===== src/rtl/wbm_pkg.sv =====
// Shared types and constants for the Wishbone command master.
package wbm_pkg;

  typedef enum logic [1:0] {
    S_IDLE,
    S_WDAT,
    S_STB,
    S_DONE
  } wbm_state_e;

  localparam logic [1:0] ST_OK      = 2'b00;
  localparam logic [1:0] ST_ERR     = 2'b01;
  localparam logic [1:0] ST_TIMEOUT = 2'b10;

  function automatic int byte_en_width(input int data_width);
    return data_width / 8;
  endfunction

endpackage


===== src/rtl/wbm_cmd_master_if.sv =====
// Wishbone classic bus signals between the command master and a slave.
interface wbm_cmd_master_if #(
  parameter int DW = 32,
  parameter int AW = 8
);
  logic            wbm_cyc_o;
  logic            wbm_stb_o;
  logic            wbm_we_o;
  logic [DW/8-1:0] wbm_sel_o;
  logic [AW-1:0]   wbm_adr_o;
  logic [DW-1:0]   wbm_dat_o;
  logic [DW-1:0]   wbm_dat_i;
  logic            wbm_ack_i;
  logic            wbm_err_i;

  modport master (
    output wbm_cyc_o, wbm_stb_o, wbm_we_o, wbm_sel_o, wbm_adr_o, wbm_dat_o,
    input  wbm_dat_i, wbm_ack_i, wbm_err_i
  );

  modport slave (
    input  wbm_cyc_o, wbm_stb_o, wbm_we_o, wbm_sel_o, wbm_adr_o, wbm_dat_o,
    output wbm_dat_i, wbm_ack_i, wbm_err_i
  );
endinterface


===== src/rtl/wbm_timeout_ctr.sv =====
// Counts strobe cycles without a slave response; expired flags the abort point.
module wbm_timeout_ctr #(
  parameter int TIMEOUT_CYCLES = 16,
  localparam int CW = (TIMEOUT_CYCLES > 1) ? $clog2(TIMEOUT_CYCLES) : 1
) (
  input  logic clk,
  input  logic rst,
  input  logic clear,
  input  logic en,
  output logic expired
);
  logic [CW-1:0] cnt_reg;

  assign expired = (cnt_reg == CW'(TIMEOUT_CYCLES - 1));

  always_ff @(posedge clk or posedge rst) begin
    if (rst) begin
      cnt_reg <= '0;
    end else if (clear) begin
      cnt_reg <= '0;
    end else if (en && !expired) begin
      cnt_reg <= cnt_reg + CW'(1);
    end
  end
endmodule


===== src/rtl/wbm_cmd_master.sv =====
// Wishbone classic master: turns a read/write burst command into bus beats
// and reports OK / ERR / TIMEOUT on completion.
module wbm_cmd_master
  import wbm_pkg::*;
#(
  parameter int BUS_DATA_WIDTH = 32,
  parameter int BUS_ADDR_WIDTH = 8,
  parameter int BURST_WIDTH    = 4,
  parameter int TIMEOUT_CYCLES = 16,
  localparam int BYTE_EN_WIDTH = byte_en_width(BUS_DATA_WIDTH)
) (
  input  logic                      wb_clk_i,
  input  logic                      wb_rst_i,
  input  logic                      cmd_valid_i,
  output logic                      cmd_ready_o,
  input  logic                      cmd_we_i,
  input  logic [BUS_ADDR_WIDTH-1:0] cmd_adr_i,
  input  logic [BYTE_EN_WIDTH-1:0]  cmd_sel_i,
  input  logic [BURST_WIDTH-1:0]    cmd_len_i,
  input  logic                      wr_valid_i,
  output logic                      wr_ready_o,
  input  logic [BUS_DATA_WIDTH-1:0] wr_dat_i,
  output logic                      rd_valid_o,
  output logic [BUS_DATA_WIDTH-1:0] rd_dat_o,
  output logic                      rd_last_o,
  output logic                      done_o,
  output logic [1:0]                status_o,
  wbm_cmd_master_if.master          wbm
);
  wbm_state_e                state_reg, state_next;
  logic [BURST_WIDTH-1:0]    cnt_reg, cnt_next;
  logic                      cyc_reg, cyc_next, stb_reg, stb_next, we_reg, we_next;
  logic [BYTE_EN_WIDTH-1:0]  sel_reg, sel_next;
  logic [BUS_ADDR_WIDTH-1:0] adr_reg, adr_next;
  logic [BUS_DATA_WIDTH-1:0] dat_reg, dat_next, rd_dat_reg, rd_dat_next;
  logic                      cmd_ready_reg, cmd_ready_next, wr_ready_reg, wr_ready_next;
  logic                      rd_valid_reg, rd_valid_next, rd_last_reg, rd_last_next;
  logic                      done_reg, done_next;
  logic [1:0]                status_reg, status_next;
  logic                      to_clear, to_expired;

  // Counter only runs while a strobe is outstanding; any response restarts it.
  assign to_clear = (state_reg != S_STB) || wbm.wbm_ack_i || wbm.wbm_err_i;

  wbm_timeout_ctr #(.TIMEOUT_CYCLES(TIMEOUT_CYCLES)) u_timeout (
    .clk     (wb_clk_i),
    .rst     (wb_rst_i),
    .clear   (to_clear),
    .en      (state_reg == S_STB),
    .expired (to_expired)
  );

  always_comb begin
    state_next    = state_reg;
    cnt_next      = cnt_reg;
    cyc_next      = cyc_reg;
    stb_next      = stb_reg;
    we_next       = we_reg;
    sel_next      = sel_reg;
    adr_next      = adr_reg;
    dat_next      = dat_reg;
    rd_dat_next   = rd_dat_reg;
    rd_last_next  = rd_last_reg;
    wr_ready_next = wr_ready_reg;
    rd_valid_next = 1'b0;
    done_next     = 1'b0;
    status_next   = status_reg;
    case (state_reg)
      S_IDLE: begin
        if (cmd_valid_i && cmd_ready_reg) begin
          we_next  = cmd_we_i;
          adr_next = cmd_adr_i;
          sel_next = cmd_sel_i;
          cnt_next = cmd_len_i;
          cyc_next = 1'b1;
          if (cmd_we_i) begin
            wr_ready_next = 1'b1;
            state_next    = S_WDAT;
          end else begin
            stb_next   = 1'b1;
            state_next = S_STB;
          end
        end
      end
      S_WDAT: begin
        if (wr_valid_i) begin
          dat_next      = wr_dat_i;
          stb_next      = 1'b1;
          wr_ready_next = 1'b0;
          state_next    = S_STB;
        end
      end
      S_STB: begin
        // err beats a simultaneous ack; an ack beats an expiring timeout.
        if (wbm.wbm_err_i || (!wbm.wbm_ack_i && to_expired)) begin
          cyc_next    = 1'b0;
          stb_next    = 1'b0;
          status_next = wbm.wbm_err_i ? ST_ERR : ST_TIMEOUT;
          done_next   = 1'b1;
          state_next  = S_DONE;
        end else if (wbm.wbm_ack_i) begin
          if (!we_reg) begin
            rd_valid_next = 1'b1;
            rd_dat_next   = wbm.wbm_dat_i;
            rd_last_next  = (cnt_reg == '0);
          end
          if (cnt_reg == '0) begin
            cyc_next    = 1'b0;
            stb_next    = 1'b0;
            status_next = ST_OK;
            done_next   = 1'b1;
            state_next  = S_DONE;
          end else begin
            adr_next = adr_reg + BUS_ADDR_WIDTH'(1);
            cnt_next = cnt_reg - BURST_WIDTH'(1);
            if (we_reg) begin
              stb_next      = 1'b0;
              wr_ready_next = 1'b1;
              state_next    = S_WDAT;
            end
          end
        end
      end
      S_DONE: state_next = S_IDLE;
      default: state_next = S_IDLE;
    endcase
    cmd_ready_next = (state_next == S_IDLE);
  end

  always_ff @(posedge wb_clk_i or posedge wb_rst_i) begin
    if (wb_rst_i) begin
      state_reg     <= S_IDLE;
      cnt_reg       <= '0;
      cyc_reg       <= 1'b0;
      stb_reg       <= 1'b0;
      we_reg        <= 1'b0;
      sel_reg       <= '0;
      adr_reg       <= '0;
      dat_reg       <= '0;
      rd_dat_reg    <= '0;
      rd_last_reg   <= 1'b0;
      rd_valid_reg  <= 1'b0;
      wr_ready_reg  <= 1'b0;
      cmd_ready_reg <= 1'b1;
      done_reg      <= 1'b0;
      status_reg    <= ST_OK;
    end else begin
      state_reg     <= state_next;
      cnt_reg       <= cnt_next;
      cyc_reg       <= cyc_next;
      stb_reg       <= stb_next;
      we_reg        <= we_next;
      sel_reg       <= sel_next;
      adr_reg       <= adr_next;
      dat_reg       <= dat_next;
      rd_dat_reg    <= rd_dat_next;
      rd_last_reg   <= rd_last_next;
      rd_valid_reg  <= rd_valid_next;
      wr_ready_reg  <= wr_ready_next;
      cmd_ready_reg <= cmd_ready_next;
      done_reg      <= done_next;
      status_reg    <= status_next;
    end
  end

  assign cmd_ready_o   = cmd_ready_reg;
  assign wr_ready_o    = wr_ready_reg;
  assign rd_valid_o    = rd_valid_reg;
  assign rd_dat_o      = rd_dat_reg;
  assign rd_last_o     = rd_last_reg;
  assign done_o        = done_reg;
  assign status_o      = status_reg;
  assign wbm.wbm_cyc_o = cyc_reg;
  assign wbm.wbm_stb_o = stb_reg;
  assign wbm.wbm_we_o  = we_reg;
  assign wbm.wbm_sel_o = sel_reg;
  assign wbm.wbm_adr_o = adr_reg;
  assign wbm.wbm_dat_o = dat_reg;
endmodule

===== src/flat_wrapper.sv =====
// flat-port wrapper written by rule: the top's interface ports become plain ports
module wbm_cmd_master_flat import wbm_pkg::*;
#(
  parameter int BUS_DATA_WIDTH = 32,
  parameter int BUS_ADDR_WIDTH = 8,
  parameter int BURST_WIDTH    = 4,
  parameter int TIMEOUT_CYCLES = 16,
  localparam int BYTE_EN_WIDTH = byte_en_width(BUS_DATA_WIDTH)
)
  (wb_clk_i, wb_rst_i, cmd_valid_i, cmd_ready_o, cmd_we_i, cmd_adr_i, cmd_sel_i, cmd_len_i, wr_valid_i, wr_ready_o, wr_dat_i, rd_valid_o, rd_dat_o, rd_last_o, done_o, status_o, wbm_wbm_cyc_o, wbm_wbm_stb_o, wbm_wbm_we_o, wbm_wbm_sel_o, wbm_wbm_adr_o, wbm_wbm_dat_o, wbm_wbm_dat_i, wbm_wbm_ack_i, wbm_wbm_err_i);
  wbm_cmd_master_if wbm_i ();
  input  logic wb_clk_i;
  input  logic wb_rst_i;
  input  logic cmd_valid_i;
  output logic cmd_ready_o;
  input  logic cmd_we_i;
  input  logic [BUS_ADDR_WIDTH-1:0] cmd_adr_i;
  input  logic [BYTE_EN_WIDTH-1:0] cmd_sel_i;
  input  logic [BURST_WIDTH-1:0] cmd_len_i;
  input  logic wr_valid_i;
  output logic wr_ready_o;
  input  logic [BUS_DATA_WIDTH-1:0] wr_dat_i;
  output logic rd_valid_o;
  output logic [BUS_DATA_WIDTH-1:0] rd_dat_o;
  output logic rd_last_o;
  output logic done_o;
  output logic [1:0] status_o;
  output wire logic [$bits(wbm_i.wbm_cyc_o)-1:0] wbm_wbm_cyc_o;
  output wire logic [$bits(wbm_i.wbm_stb_o)-1:0] wbm_wbm_stb_o;
  output wire logic [$bits(wbm_i.wbm_we_o)-1:0] wbm_wbm_we_o;
  output wire logic [$bits(wbm_i.wbm_sel_o)-1:0] wbm_wbm_sel_o;
  output wire logic [$bits(wbm_i.wbm_adr_o)-1:0] wbm_wbm_adr_o;
  output wire logic [$bits(wbm_i.wbm_dat_o)-1:0] wbm_wbm_dat_o;
  input wire logic [$bits(wbm_i.wbm_dat_i)-1:0] wbm_wbm_dat_i;
  input wire logic [$bits(wbm_i.wbm_ack_i)-1:0] wbm_wbm_ack_i;
  input wire logic [$bits(wbm_i.wbm_err_i)-1:0] wbm_wbm_err_i;
  assign wbm_wbm_cyc_o = wbm_i.wbm_cyc_o;
  assign wbm_wbm_stb_o = wbm_i.wbm_stb_o;
  assign wbm_wbm_we_o = wbm_i.wbm_we_o;
  assign wbm_wbm_sel_o = wbm_i.wbm_sel_o;
  assign wbm_wbm_adr_o = wbm_i.wbm_adr_o;
  assign wbm_wbm_dat_o = wbm_i.wbm_dat_o;
  assign wbm_i.wbm_dat_i = wbm_wbm_dat_i;
  assign wbm_i.wbm_ack_i = wbm_wbm_ack_i;
  assign wbm_i.wbm_err_i = wbm_wbm_err_i;
  wbm_cmd_master #(.BUS_DATA_WIDTH(BUS_DATA_WIDTH), .BUS_ADDR_WIDTH(BUS_ADDR_WIDTH), .BURST_WIDTH(BURST_WIDTH), .TIMEOUT_CYCLES(TIMEOUT_CYCLES)) u_core (.wb_clk_i(wb_clk_i), .wb_rst_i(wb_rst_i), .cmd_valid_i(cmd_valid_i), .cmd_ready_o(cmd_ready_o), .cmd_we_i(cmd_we_i), .cmd_adr_i(cmd_adr_i), .cmd_sel_i(cmd_sel_i), .cmd_len_i(cmd_len_i), .wr_valid_i(wr_valid_i), .wr_ready_o(wr_ready_o), .wr_dat_i(wr_dat_i), .rd_valid_o(rd_valid_o), .rd_dat_o(rd_dat_o), .rd_last_o(rd_last_o), .done_o(done_o), .status_o(status_o), .wbm(wbm_i));
endmodule

===== config.mk =====
export PLATFORM = sky130hd
export DESIGN_NAME = wbm_cmd_master_flat
export DESIGN_NICKNAME = d
export VERILOG_FILES = /design/src/rtl/wbm_pkg.sv /design/src/rtl/wbm_cmd_master_if.sv /design/src/rtl/wbm_timeout_ctr.sv /design/src/rtl/wbm_cmd_master.sv /design/src/flat_wrapper.sv
export SDC_FILE = /design/constraint.sdc
export NUM_CORES = 1
export LEC_CHECK = 0
export CAP_MARGIN = 20
export CORE_ASPECT_RATIO = 1.25
export CORE_MARGIN = 2
export CORE_UTILIZATION = 45
export CTS_BUF_LIST = sky130_fd_sc_hd__clkbuf_8
export DETAILED_ROUTE_END_ITERATION = 10
export PLACE_DENSITY = 0.83
export REMOVE_ABC_BUFFERS = 1
export SLEW_MARGIN = 40
export SYNTH_ARGS = -nofsm -noshare
export SYNTH_HDL_FRONTEND = slang
export SYNTH_HIERARCHICAL = 1
export SYNTH_SLANG_ARGS = --single-unit

===== constraint.sdc =====
create_clock -name wb_clk_i -period 3.1 [get_ports wb_clk_i]
set_input_delay 0.465 -clock wb_clk_i [delete_from_list [all_inputs] [get_ports wb_clk_i]]
set_output_delay 0.465 -clock wb_clk_i [all_outputs]
set_load 0.05 [all_outputs]

# --- After elaboration in Yosys (flattened, before gate mapping) ---
# Index checks and enable logic that the tools add are counted.
op_classes:
  n_addsub: 3
  n_mul: 0
  div_mod_pow: 0
  magnitude_cmp: 0
  eq_ne: 16
  shifts: 0
  muxes: 53
  bitwise: 2
  n_reduce_logical: 24
op_table:
  columns: ["operator", "n"]
  rows:
  - ["$mux W8", 4]
  - ["$mux W1", 26]
  - ["$mux W4", 6]
  - ["$mux W2", 11]
  - ["$pmux W8 S2", 1]
  - ["$ne A2 B2 Y1 const B", 7]
  - ["$add A8 B1 Y8 const B", 1]
  - ["$pmux W2 S4", 1]
  - ["$pmux W4 S2", 1]
  - ["$reduce_and A4 Y1", 2]
  - ["$reduce_and A8 Y1", 1]
  - ["$reduce_bool A2 Y1", 4]
  - ["$pmux W1 S3", 2]
  - ["$reduce_and A6 Y1", 1]
  - ["$reduce_and A5 Y1", 1]
  - ["$add A4 B1 Y4 const B", 1]
  - ["$eq A2 B2 Y1 const B", 2]
  - ["$eq A4 B4 Y1 const B", 1]
  - ["$logic_not A2 Y1", 2]
  - ["$logic_not A4 Y1", 1]
  - ["$ne A2 B1 Y1 const B", 2]
  - ["$ne A4 B1 Y1 const B", 1]
  - ["$reduce_and A2 Y1", 2]
  - ["$sub A4 B1 Y4 const B", 1]
  - ["10 further kinds", 16]
word_totals:
  regBits: 96
  latch_bits: 0
  ram_bits: 0
  mem_bits_ro: 0
  mem_count: 0

# --- Logic depth before layout (Yosys ltp) ---
depth:
  ltp_word: 6
  depth_mapped: 8

# --- Cells and area by module ---
# The synthesis kept the hierarchy.
modules_own_cells:
  columns: ["mod", "n_inst", "cells_each", "area_each_um2", "seq_area_each_um2"]
  rows:
  - ["wbm_cmd_master", 1, 290, 4041.4, 2303.5]
  - ["wbm_timeout_ctr", 1, 21, 232.7, 100.1]

# --- Worst setup path after synthesis ---
# No wires, ideal clock.
synth_path:
  kind: "flip-flop to flip-flop"
  start: "register u_core.cmd_ready_reg (netlist: u_core/cmd_ready_o)"
  end: "register u_core.cnt_reg[1]"
  setup_time_ns: 0.124
  arrival_time_ns: 1.647
  t_required_ns: 2.976
  slack_ns: 1.328
  stages_incl_launch_ff: 7
  path_buffers: 2
  period_less_slack_ns: 1.772
  cell_sequence: "dfstp_2 > nor4bb_4 > buf_6 > a41oi_4 > buf_6 > a211oi_2 > a21oi_1"
synth_via:
  elab_chain_len: 3
synth_rtl:
  columns: ["item", "line", "text"]
  rows:
  - ["start: declaration", "wbm_cmd_master.sv:36", "logic cmd_ready_reg, cmd_ready_next, wr_ready_reg, wr_ready_next;"]
  - ["start signal: assignment", "wbm_cmd_master.sv:160", "cmd_ready_reg <= cmd_ready_next;"]
  - ["$logic_and A1 B1 Y1", "wbm_cmd_master.sv:70", "if (cmd_valid_i && cmd_ready_reg) begin"]
  - ["$ne A2 B1 Y1 (no line)", null, null]
  - ["$reduce_and A5 Y1 (no line)", null, null]
  - ["end signal: assignment", "wbm_cmd_master.sv:149", "cnt_reg <= cnt_next;"]
  - ["end: declaration", "wbm_cmd_master.sv:31", "logic [BURST_WIDTH-1:0] cnt_reg, cnt_next;"]
# No other way between the ends.
# A chain may end at the register's enable or synchronous reset.

# --- Final worst setup path ---
layout_path:
  start: "register u_core.state_reg[1]"
  end: "register u_core.rd_dat_reg[22] (netlist: u_core/rd_dat_o[22])"
layout_via:
  elab_chain_len: 2
layout_rtl:
  columns: ["item", "line", "text"]
  rows:
  - ["start: declaration", "wbm_cmd_master.sv:30", "wbm_state_e state_reg, state_next;"]
  - ["start signal: assignment", "wbm_cmd_master.sv:148", "state_reg <= state_next;"]
  - ["$eq A2 B2 Y1", "wbm_cmd_master.sv:68", "case (state_reg)"]
  - ["$reduce_and A4 Y1 (no line)", null, null]
  - ["end signal: assignment", "wbm_cmd_master.sv:156", "rd_dat_reg <= rd_dat_next;"]
  - ["end: declaration", "wbm_cmd_master.sv:35", "logic [BUS_DATA_WIDTH-1:0] dat_reg, dat_next, rd_dat_reg, rd_dat_next;"]
# No other way between the ends.

==> results_dict.tcl <==
set metrics [dict create \
    grt_pass1_wl_mm 16.2 \
    clock_latency_ns 0.36 \
    cts_max_level 3 \
    first_global_vias 3403 \
    fillers 690 \
    drive_gt1_share_pct 22.1 \
    finalSetupViolCount 0 \
    leakage_nw 2.66 \
    slew_violations 0 \
    hold_viol_final 0 \
    cts_hold_buf 0 \
    synth-edff-count 0 \
    vdd_drop_max_v 0.000814 \
    cts-resized-gates 0 \
    grt_max_degree 58 \
    ioPinCount 173 \
    drc_errors 0 \
    setup_tns_ns 0 \
    synthCells 311 \
    final_cell_area_mm2 0.00626 \
    ant_nets 0 \
    postPlaceCellArea_mm2 0.00605 \
    die_area_mm2 0.0103 \
    tritoncts "built" \
    min_path_type "input pin to async pin" \
    maxCapViolations 0 \
    routed_via_density 5.15 \
    area_growth_syn_to_layout_pct 46.5 \
    grtUsageTotal_pct 19.7 \
    root_buffer "clkbuf_8" \
    vias 3130 \
    gp_congestion 0.837 \
    synthArstFlopShare_pct 100 \
    syn_area_mm2 0.00427 \
    clock_skew_ns 0.0125 \
    arrival_ns 2.73 \
    fin_crit_sh_pct 80.2 \
    relSlewSlack_pct 55.9 \
    die_h_um 113 \
    pre_cts_ws_ns 0.643 \
    yosysSeqAreaShare_pct 56.2 \
    pwr_density_cell_mw_per_mm2 1240 \
    grt_overflow 0 \
    synth-main-ff-cell "dfrtp_1" \
    cts.path.max_buffers 2 \
    cp.required_ns 3.34 \
    yosys.cell_types.count 49 \
    wire_per_inst_um 16.8 \
    rsz0062_at_grt "no" \
    cts.clk_slew.worst_paths_ns 0.09 \
    crit_type "flop to flop" \
    dr.pass1.iters 4 \
    yosysWarnings 6 \
    ff_latch_area_mm2 0.00240 \
    final_nets 571 \
    cp-start-kind "flop" \
    status "complete, no violations" \
    fmax_mhz 402 \
    dp_hpwl_mm 7.55 \
    routed_wirelength_mm 10.2 \
    worst_slack_ns 0.613 \
    post_synth.cell_area_avg_um2 13.7 \
    period_minus_slack_ns 2.49 \
    critPathCaptureType "flop" \
    port_buffers 172 \
    insertedDiodeCount 0 \
    core-area_mm2 0.00917 \
    drt_iter0_drc 133 \
    postLayoutCoreUtil_pct 68.3 \
    post_cts_buffers 0 \
    die_w_um 91.2 \
    core.rowCount 39 \
    clock_sinks 96 \
    worst_pin_slew_ns 0.661 \
    dpl.cell_count 593 \
    multi_input_area_mm2 0.00169 \
    initial_utilization_pct 46.6 \
    layout.cells.non_filler 608 \
    cts_buffers 9 \
    worstPathMaxFanout 34 \
    antenna_found_initial 0 \
    ys_seq_elements 96 \
]
## metal layers
| layer | wire length [µm] | up-vias | track usage (%) | part of all wire, % |
|---|---|---|---|---|
| li1 | - | 1446 | - | - |
| met1 | 3810 | 1562 | 21.2 | 37 |
| met2 | 5530 | 104 | 36.2 | 54 |
| met3 | 615 | 18 | 5.53 | 6.0 |
| met4 | 266 | 0 | 8.18 | 2.6 |
| met5 | 0 | - | 0 | 0 |
## placed cells by master (no fill, tap or decap), types with 3 or more instances in the layout
| cell | count |
|---|---|
| a21oi_1 | 16 |
| buf_4 | 3 |
| clkbuf_8 | 9 |
| clkdlybuf4s50_1 | 172 |
| clkinv_2 | 4 |
| dfrtp_1 | 95 |
| ha_1 | 3 |
| inv_1 | 8 |
| mux2_2 | 41 |
| mux2_4 | 30 |
| nand2_1 | 16 |
| nand2b_1 | 3 |
| nand3_1 | 10 |
| nor2_1 | 7 |
| nor3_1 | 3 |
| nor3b_1 | 3 |
| o21ai_0 | 13 |
| o22ai_1 | 6 |
## cell usage after synthesis, drive strengths merged (2+ instances only)
master	count	area share, %
a211oi	2	0.47
nand3	10	1.2
ha	3	0.88
nand2	16	1.4
and4b	2	0.50
mux2	71	21
o22ai	6	0.88
inv	10	0.88
o21ai	13	1.5
nor3	3	0.35
nor3b	3	0.53
a21oi	18	2.3
buf	16	3.2
and3	3	0.56
nor2b	2	0.47
nor2	7	0.61
nand2b	4	0.76
or3	2	0.29
nand3b	2	0.35
mux2i	2	0.47
dfrtp	95	56
nand4	2	0.29
a31oi	2	0.29
a2bb2oi	3	0.91
## through the flow
step                      power [mW]  hold slack [ns]
final                           7.78            0.351
after CTS                       7.83            0.335
after global routing            8.12            0.345
after floorplan                 5.35            0.231
after global placement          6.82            0.485
after detailed placement        6.92            0.483
## worst paths after layout
check                                                       from                                       to  slack (ns)  depth (start not counted)
worst max-delay path               u_core/state_reg[1]$_DFF_PP0_          u_core/rd_dat_o[22]$_DFFE_PP0P_        0.61                          4
worst min-delay path                                    wb_rst_i  u_core/u_timeout/cnt_reg[0]$_DFFE_PP0P_        0.35                          2
worst max register to register     u_core/state_reg[1]$_DFF_PP0_          u_core/rd_dat_o[22]$_DFFE_PP0P_        0.61                          4
worst min register to register  u_core/wbm.wbm_cyc_o$_DFFE_PP0P_         u_core/wbm.wbm_cyc_o$_DFFE_PP0P_        0.50                          1
max in group asynchronous                               wb_rst_i             u_core/cmd_ready_o$_DFF_PP1_        1.82                          3
min in group wb_clk_i           u_core/wbm.wbm_cyc_o$_DFFE_PP0P_         u_core/wbm.wbm_cyc_o$_DFFE_PP0P_        0.50                          1
## cell type report
| cell class | count | share of cell area, % |
|---|---|---|
| sequential | 96 | 38.4 |
| timing repair buffer | 176 | 28.2 |
| multi-input combinational | 188 | 27.1 |
| tap | 123 | 2.46 |
| clock buffer | 9 | 1.98 |
| clock inverter | 6 | 1.34 |
| inverter | 10 | 0.619 |
## logic make-up (layout without fill, tap and decap cells)
logic type,count (synthesis),after routing,synth area share [%]
adders and majority gates,3,3,0.878
DFF,96,96,56.2
and+or+nand+nor,60,60,8.55
buffers and inverters,27,201,4.13
AOI/OAI and AO/OA,52,52,8.40
muxes,73,73,21.8
## critical path, cell delays in order (launching register included)
cell      delay (ns)
dfrtp_1         0.59
nand2b_4        0.20
inv_2           0.44
and4_4          0.72
mux2_2          0.40
## report_power, final
part / leakage, nW / internal (mW) / switching (mW)
clock network: 0.109 / 0.449 / 0.424
logic: 1.40 / 1.78 / 2.84
registers: 1.15 / 1.85 / 0.424
No activity file was read; power rests on OpenSTA's default activity.
